## config.mk

```make
export PLATFORM = sky130hd
export DESIGN_NAME = updown_dir_ctrl
export DESIGN_NICKNAME = d
export VERILOG_FILES = /design/src/rtl/updown_pkg.sv /design/src/rtl/btn_debounce.sv /design/src/rtl/updown_dir_ctrl.sv
export SDC_FILE = /design/constraint.sdc
export NUM_CORES = 1
export LEC_CHECK = 0
export CAP_MARGIN = 40
export CORE_AREA = 2 2 39 41
export CTS_BUF_LIST = sky130_fd_sc_hd__clkbuf_4
export CTS_CLUSTER_DIAMETER = 150
export DETAILED_ROUTE_END_ITERATION = 12
export DIE_AREA = 0 0 41 43
export GPL_ROUTABILITY_DRIVEN = 0
export SYNTH_ARGS = -nofsm -noshare
export SYNTH_HDL_FRONTEND = slang
export SYNTH_HIERARCHICAL = 1
export SYNTH_SLANG_ARGS = --single-unit
```

## constraint.sdc

```tcl
create_clock -name clk -period 3.33 [get_ports clk]
set_input_delay 0.333 -clock clk [delete_from_list [all_inputs] [get_ports clk]]
set_output_delay 0.333 -clock clk [all_outputs]
set_load 0.01 [all_outputs]
```

## src/rtl/updown_pkg.sv

```systemverilog
// Shared definitions for the up/down direction controller: state encoding,
// counter width and default turnaround limits.
package updown_pkg;

  localparam int CNT_W = 4;

  localparam logic [CNT_W-1:0] LOW_LIMIT_DEF  = 4'd0;
  localparam logic [CNT_W-1:0] HIGH_LIMIT_DEF = 4'd15;

  typedef enum logic {
    S_DOWN = 1'b0,
    S_UP   = 1'b1
  } dir_state_e;

  function automatic dir_state_e dir_flip(input dir_state_e s);
    return (s == S_UP) ? S_DOWN : S_UP;
  endfunction

endpackage

```

## src/rtl/btn_debounce.sv

```systemverilog
// 2-flop synchroniser plus level debouncer; emits a registered one-cycle pulse per
// accepted rising level, 2+DEBOUNCE_CYCLES edges after a clean press. No backpressure.
module btn_debounce
  import updown_pkg::*;
#(
  parameter int DEBOUNCE_CYCLES = 16
) (
  input  logic clk,
  input  logic reset,
  input  logic btn_raw,
  output logic btn_pulse
);

  localparam int CW = $clog2(DEBOUNCE_CYCLES + 1);
  localparam logic [CW-1:0] CNT_LAST = CW'(DEBOUNCE_CYCLES - 1);

  logic          sync1_q, sync2_q;
  logic          stable_q, stable_d;
  logic          pulse_q, pulse_d;
  logic [CW-1:0] cnt_q, cnt_d;

  // The level is accepted on the edge at which the mismatch run would reach
  // DEBOUNCE_CYCLES, so the counter never actually holds that value.
  always_comb begin
    cnt_d    = '0;
    stable_d = stable_q;
    pulse_d  = 1'b0;
    if (sync2_q != stable_q) begin
      if (cnt_q == CNT_LAST) begin
        stable_d = sync2_q;
        pulse_d  = sync2_q;
      end else begin
        cnt_d = cnt_q + CW'(1);
      end
    end
  end

  always_ff @(posedge clk or posedge reset) begin
    if (reset) begin
      sync1_q  <= 1'b0;
      sync2_q  <= 1'b0;
      stable_q <= 1'b0;
      pulse_q  <= 1'b0;
      cnt_q    <= '0;
    end else begin
      sync1_q  <= btn_raw;
      sync2_q  <= sync1_q;
      stable_q <= stable_d;
      pulse_q  <= pulse_d;
      cnt_q    <= cnt_d;
    end
  end

  assign btn_pulse = pulse_q;

endmodule

```

## src/rtl/updown_dir_ctrl.sv

```systemverilog
// Direction controller for a 4-bit up/down counter: button toggle plus auto ping-pong.
// Direction changes one edge after a btn_pulse or limit hit; no backpressure.
module updown_dir_ctrl
  import updown_pkg::*;
#(
  parameter int               DEBOUNCE_CYCLES = 16,
  parameter logic [CNT_W-1:0] LOW_LIMIT       = LOW_LIMIT_DEF,
  parameter logic [CNT_W-1:0] HIGH_LIMIT      = HIGH_LIMIT_DEF
) (
  input  logic             clk,
  input  logic             reset,
  input  logic             btn_raw,
  input  logic             enable,
  input  logic             auto_mode,
  input  logic [CNT_W-1:0] count_in,
  output logic             up_down,
  output logic             btn_pulse,
  output logic             dir_change
);

  // Turn one step early: the counter takes its next step on the same edge.
  localparam logic [CNT_W-1:0] HI_TURN = HIGH_LIMIT - CNT_W'(1);
  localparam logic [CNT_W-1:0] LO_TURN = LOW_LIMIT + CNT_W'(1);

  dir_state_e state_q, state_d;
  logic       up_down_q, dir_change_q;
  logic       armed_q;
  logic       pulse;
  logic       auto_flip;

  btn_debounce #(
    .DEBOUNCE_CYCLES(DEBOUNCE_CYCLES)
  ) u_btn_debounce (
    .clk      (clk),
    .reset    (reset),
    .btn_raw  (btn_raw),
    .btn_pulse(pulse)
  );

  // Manual and auto requests are OR-ed so a coincidence yields one toggle;
  // armed_q blocks any flip on the first edge after reset release.
  always_comb begin
    auto_flip = auto_mode &&
                (((state_q == S_UP)   && (count_in >= HI_TURN)) ||
                 ((state_q == S_DOWN) && (count_in <= LO_TURN)));
    state_d   = state_q;
    if (armed_q && enable && (pulse || auto_flip)) begin
      state_d = dir_flip(state_q);
    end
  end

  always_ff @(posedge clk or posedge reset) begin
    if (reset) begin
      state_q      <= S_DOWN;
      up_down_q    <= 1'b0;
      dir_change_q <= 1'b0;
      armed_q      <= 1'b0;
    end else begin
      state_q      <= state_d;
      up_down_q    <= (state_d == S_UP);
      dir_change_q <= (state_d != state_q);
      armed_q      <= 1'b1;
    end
  end

  assign up_down    = up_down_q;
  assign btn_pulse  = pulse;
  assign dir_change = dir_change_q;

endmodule

```

==> run_results.csv <==
group,metric,value,unit
run_status,run_status,"finished, final reports clean",
clock_network,holdBufCountCts,0,
die,fp.dieArea,1760,um2
critical_path,cpLargestDelayFamily,"buffers and inverters",
global_route,vias_in_the_first_global_route,312,
final_layout,final.fill_count,132,
global_route,pin_count_of_the_biggest_net_entering_global_routing,10,
die,core_region_area,1380,um2
sta,timing.final.hold_violations,0,
clock_network,clkSinkCount,12,
clock_network,clk_path_buf_depth,2,
logic_synthesis,part_of_the_yosys_area_used_for_sequential_elements,0.596,
clock_network,cts_tree,"done",
critical_path,criticalPathCategory,"flip-flop to primary output",
clock_network,cts_buffers,3,
routing,drt_pass1_iterations,3,
critical_path,critical-path-max-stage-delay,0.58,ns
placement,dp_hpwl,581,um
final_layout,area_growth_from_synthesis_to_final_layout,29.0,%
critical_path,timing.critical_path.arrival,1.30,ns
logic_synthesis,post_synth_instance_area,504,um2
critical_path,critical_path.startpoint_type,"flip-flop",
final_layout,mostFrequentLayoutCell,"sky130_fd_sc_hd__dfrtp_1",
die,count_of_boundary_i_o_pins,12,
final_layout,finalInstanceArea,651,um2
routing,avgRoutedWirePerCell,10.1,um
clock_network,cts-root-buf,"sky130_fd_sc_hd__clkbuf_4",
placement,place_area,624,um2
pwr,vdd_ir_drop_max,0.000256,V
routing,via_count_normalized_by_instance_count,4.59,
global_route,antenna_found_initial,0,
critical_path,critical_path_buf_inv_count,1,
pwr,pwr-share-clk,0.334,
die,die_height,43,um
logic_synthesis,syn_avg_cell_area,11.7,um2
critical_path,worst_ep_required_time,3.00,ns
pwr,power_density,407,nW/um2
logic_synthesis,synthDominantAreaCellType,"sky130_fd_sc_hd__dfrtp_1",
routing,drt-initial-drc-count,8,
critical_path,cp_cell_sequence,"clkdlybuf4s50_1",
pwr,swShare,0.219,
final_layout,design.final.nets,68,
die,fp-row-count,14,
critical_path,timing.critical_path.to_type,"primary output",
sta,unrepaired_setup_endpoints_after_global_routing,"false",
logic_synthesis,synth_top_cell_area_share,0.596,
routing,drt_wl_total,734,um
global_route,overflow,0,
critical_path,critical_path.max_fanout,8,
die,effective_utilization_at_floorplan,0.364,
clock_network,clkTransAtPathRegs,0.07,ns
sta,maxClockFrequency,0.612,GHz
clock_network,cts_max_level,1,
sta,setup_total_negative_slack,0,ns
pwr,relative_contribution_of_sequential_cells_to_total_power,0.582,
logic_synthesis,postSynthCellCount,43,
final_layout,layout-drive-gt1-share,0.105,
logic_synthesis,synthesis.yosys.warnings,6,
final_layout,final_cell_mix,"sky130_fd_sc_hd__dfrtp_1 (12), sky130_fd_sc_hd__clkdlybuf4s50_1 (10), sky130_fd_sc_hd__inv_1 (4), sky130_fd_sc_hd__nor2_1 (4)",
routing,detail_route.drc_violations,0,
final_layout,diodes_inserted,0,
routing,antenna_violating_nets_post_route,0,
pwr,total_leakage_power,0.305,nW
pwr,internal_power,0.000207,W
clock_network,cts.repair.resized,0,
global_route,grt_pass1_wl,1320,um
final_layout,multi_input_area,189,um2
sta,finalWorstPathRequiredPeriod,1.63,ns
critical_path,critical_path.slowest_cell,"sky130_fd_sc_hd__clkdlybuf4s50_1",
logic_synthesis,synth_seq_cells,12,
logic_synthesis,synth_cell_types,23,
die,fp.dieW,41,um
sta,setup_viol,0,
job,max_cap_violations,0,
routing,routed-via-count,335,
hold_path,worstHoldPathType,"input pin to asynchronous set/reset pin",
pwr,comb_power_share,0.084,
clock_network,postCtsSetupRepairBufs,0,
logic_synthesis,post_syn_nets,53,
sta,final_max_slew_viol_count,0,
sta,clk_skew,0.00312,ns
pwr,power_switching,0.0000581,W
placement,numPortBuffers,10,
logic_synthesis,synth.area.top_cells,"sky130_fd_sc_hd__dfrtp_1 (60%), sky130_fd_sc_hd__xor2_1 (5.2%), sky130_fd_sc_hd__inv_1 (3.0%)",
final_layout,final-seq-area,300,um2
clock_network,clk-insertion-delay-late,0.27,ns
sta,post_route_clock_period_utilization,0.491,
global_route,grt.total_usage,0.118,
==> state kept, by name, indices dropped and copies added (netlist names) <==
signal and count:
u_btn_debounce/cnt_q 5, armed_q 1, dir_change 1, state_q 1, u_btn_debounce/btn_pulse 1, u_btn_debounce/stable_q 1, u_btn_debounce/sync1_q 1, u_btn_debounce/sync2_q 1
==> synth_stat cells <==
master	instances
sky130_fd_sc_hd__and3_1	1
sky130_fd_sc_hd__nand4bb_1	1
sky130_fd_sc_hd__o21ai_1	1
sky130_fd_sc_hd__ha_1	1
sky130_fd_sc_hd__xor2_1	3
sky130_fd_sc_hd__and4b_1	1
sky130_fd_sc_hd__nor4b_1	1
sky130_fd_sc_hd__nor4_1	1
sky130_fd_sc_hd__a21oi_1	1
sky130_fd_sc_hd__nand3_1	2
sky130_fd_sc_hd__nor2_1	4
sky130_fd_sc_hd__nand2_1	1
sky130_fd_sc_hd__inv_1	4
sky130_fd_sc_hd__nor3b_1	1
sky130_fd_sc_hd__dfrtp_1	12
sky130_fd_sc_hd__a211oi_1	1
sky130_fd_sc_hd__and2_1	1
sky130_fd_sc_hd__o21ai_0	1
sky130_fd_sc_hd__nand3_2	1
sky130_fd_sc_hd__nand3b_1	1
sky130_fd_sc_hd__conb_1	1
sky130_fd_sc_hd__and4_2	1
sky130_fd_sc_hd__mux2_2	1
==> power groups by stage <==
stage                     clock [W]  combinational [W]  sequential [W]
final                     0.0000885          0.0000223        0.000154
after global routing       0.000102          0.0000259        0.000155
after CTS                 0.0000910          0.0000228        0.000154
after detailed placement          0          0.0000227        0.000157
after global placement            0          0.0000224        0.000157
after floorplan                   0          0.0000109        0.000156
==> metrics by stage <==
| stage | worst slack (ns) | util | power, W | hold WS [ns] | std cells |
|---|---|---|---|---|---|
| after floorplan | 2.15 | - | 0.000167 | 0.0866 | 43 |
| after global placement | 1.87 | 0.451 | 0.000179 | 0.338 | 69 |
| after detailed placement | 1.86 | 0.451 | 0.000180 | 0.338 | 69 |
| after CTS | 1.70 | 0.470 | 0.000268 | 0.267 | 73 |
| after global routing | 1.64 | 0.470 | 0.000283 | 0.259 | 73 |
| final | 1.70 | 0.470 | 0.000265 | 0.262 | 73 |
==> logic make-up (layout without fill, tap and decap cells) <==
family | Yosys count | in the layout | synth area share
and+or+nand+nor | 17 | 17 | 0.223
adders and majority gates | 1 | 1 | 0.0248
AOI/OAI and AO/OA | 4 | 4 | 0.0446
muxes | 1 | 1 | 0.0223
xor gates and xnor gates | 3 | 3 | 0.0521
buffers and inverters | 4 | 18 | 0.0298
DFF | 12 | 12 | 0.596
other | 1 | 1 | 0.00744
==> metal layers <==
layer / vias up / track usage / wire length (um)
met3: 2 / 0.0471 / 27
met4: 0 / 0.0800 / 16
li1: 175 / - / -
met1: 153 / 0.174 / 397
met5: - / 0 / 0
met2: 5 / 0.134 / 293
==> final timing paths <==
kind	start	endpoint	slack (ns)	cells past startpoint
max	state_q$_DFF_PP0_	up_down	1.70	1
min	reset	armed_q$_DFF_PP0_	0.26	2
max reg2reg	u_btn_debounce/cnt_q[0]$_DFF_PP0_	u_btn_debounce/stable_q$_DFFE_PP0P_	2.06	4
min reg2reg	u_btn_debounce/sync1_q$_DFF_PP0_	u_btn_debounce/sync2_q$_DFF_PP0_	0.36	0
max in group asynchronous	reset	u_btn_debounce/cnt_q[0]$_DFF_PP0_	2.73	2
min in group clk	u_btn_debounce/sync1_q$_DFF_PP0_	u_btn_debounce/sync2_q$_DFF_PP0_	0.36	0
==> cell type report <==
| type | instances | area share |
|---|---|---|
| Clock buffer | 3 | 0.0346 |
| Clock inverter | 1 | 0.00577 |
| Inverter | 4 | 0.0231 |
| Multi-Input combinational cell | 27 | 0.290 |
| Sequential cell | 12 | 0.462 |
| Tap cell | 16 | 0.0308 |
| Timing Repair Buffer | 10 | 0.154 |
Note: power is estimated with default switching activity, not from simulation.
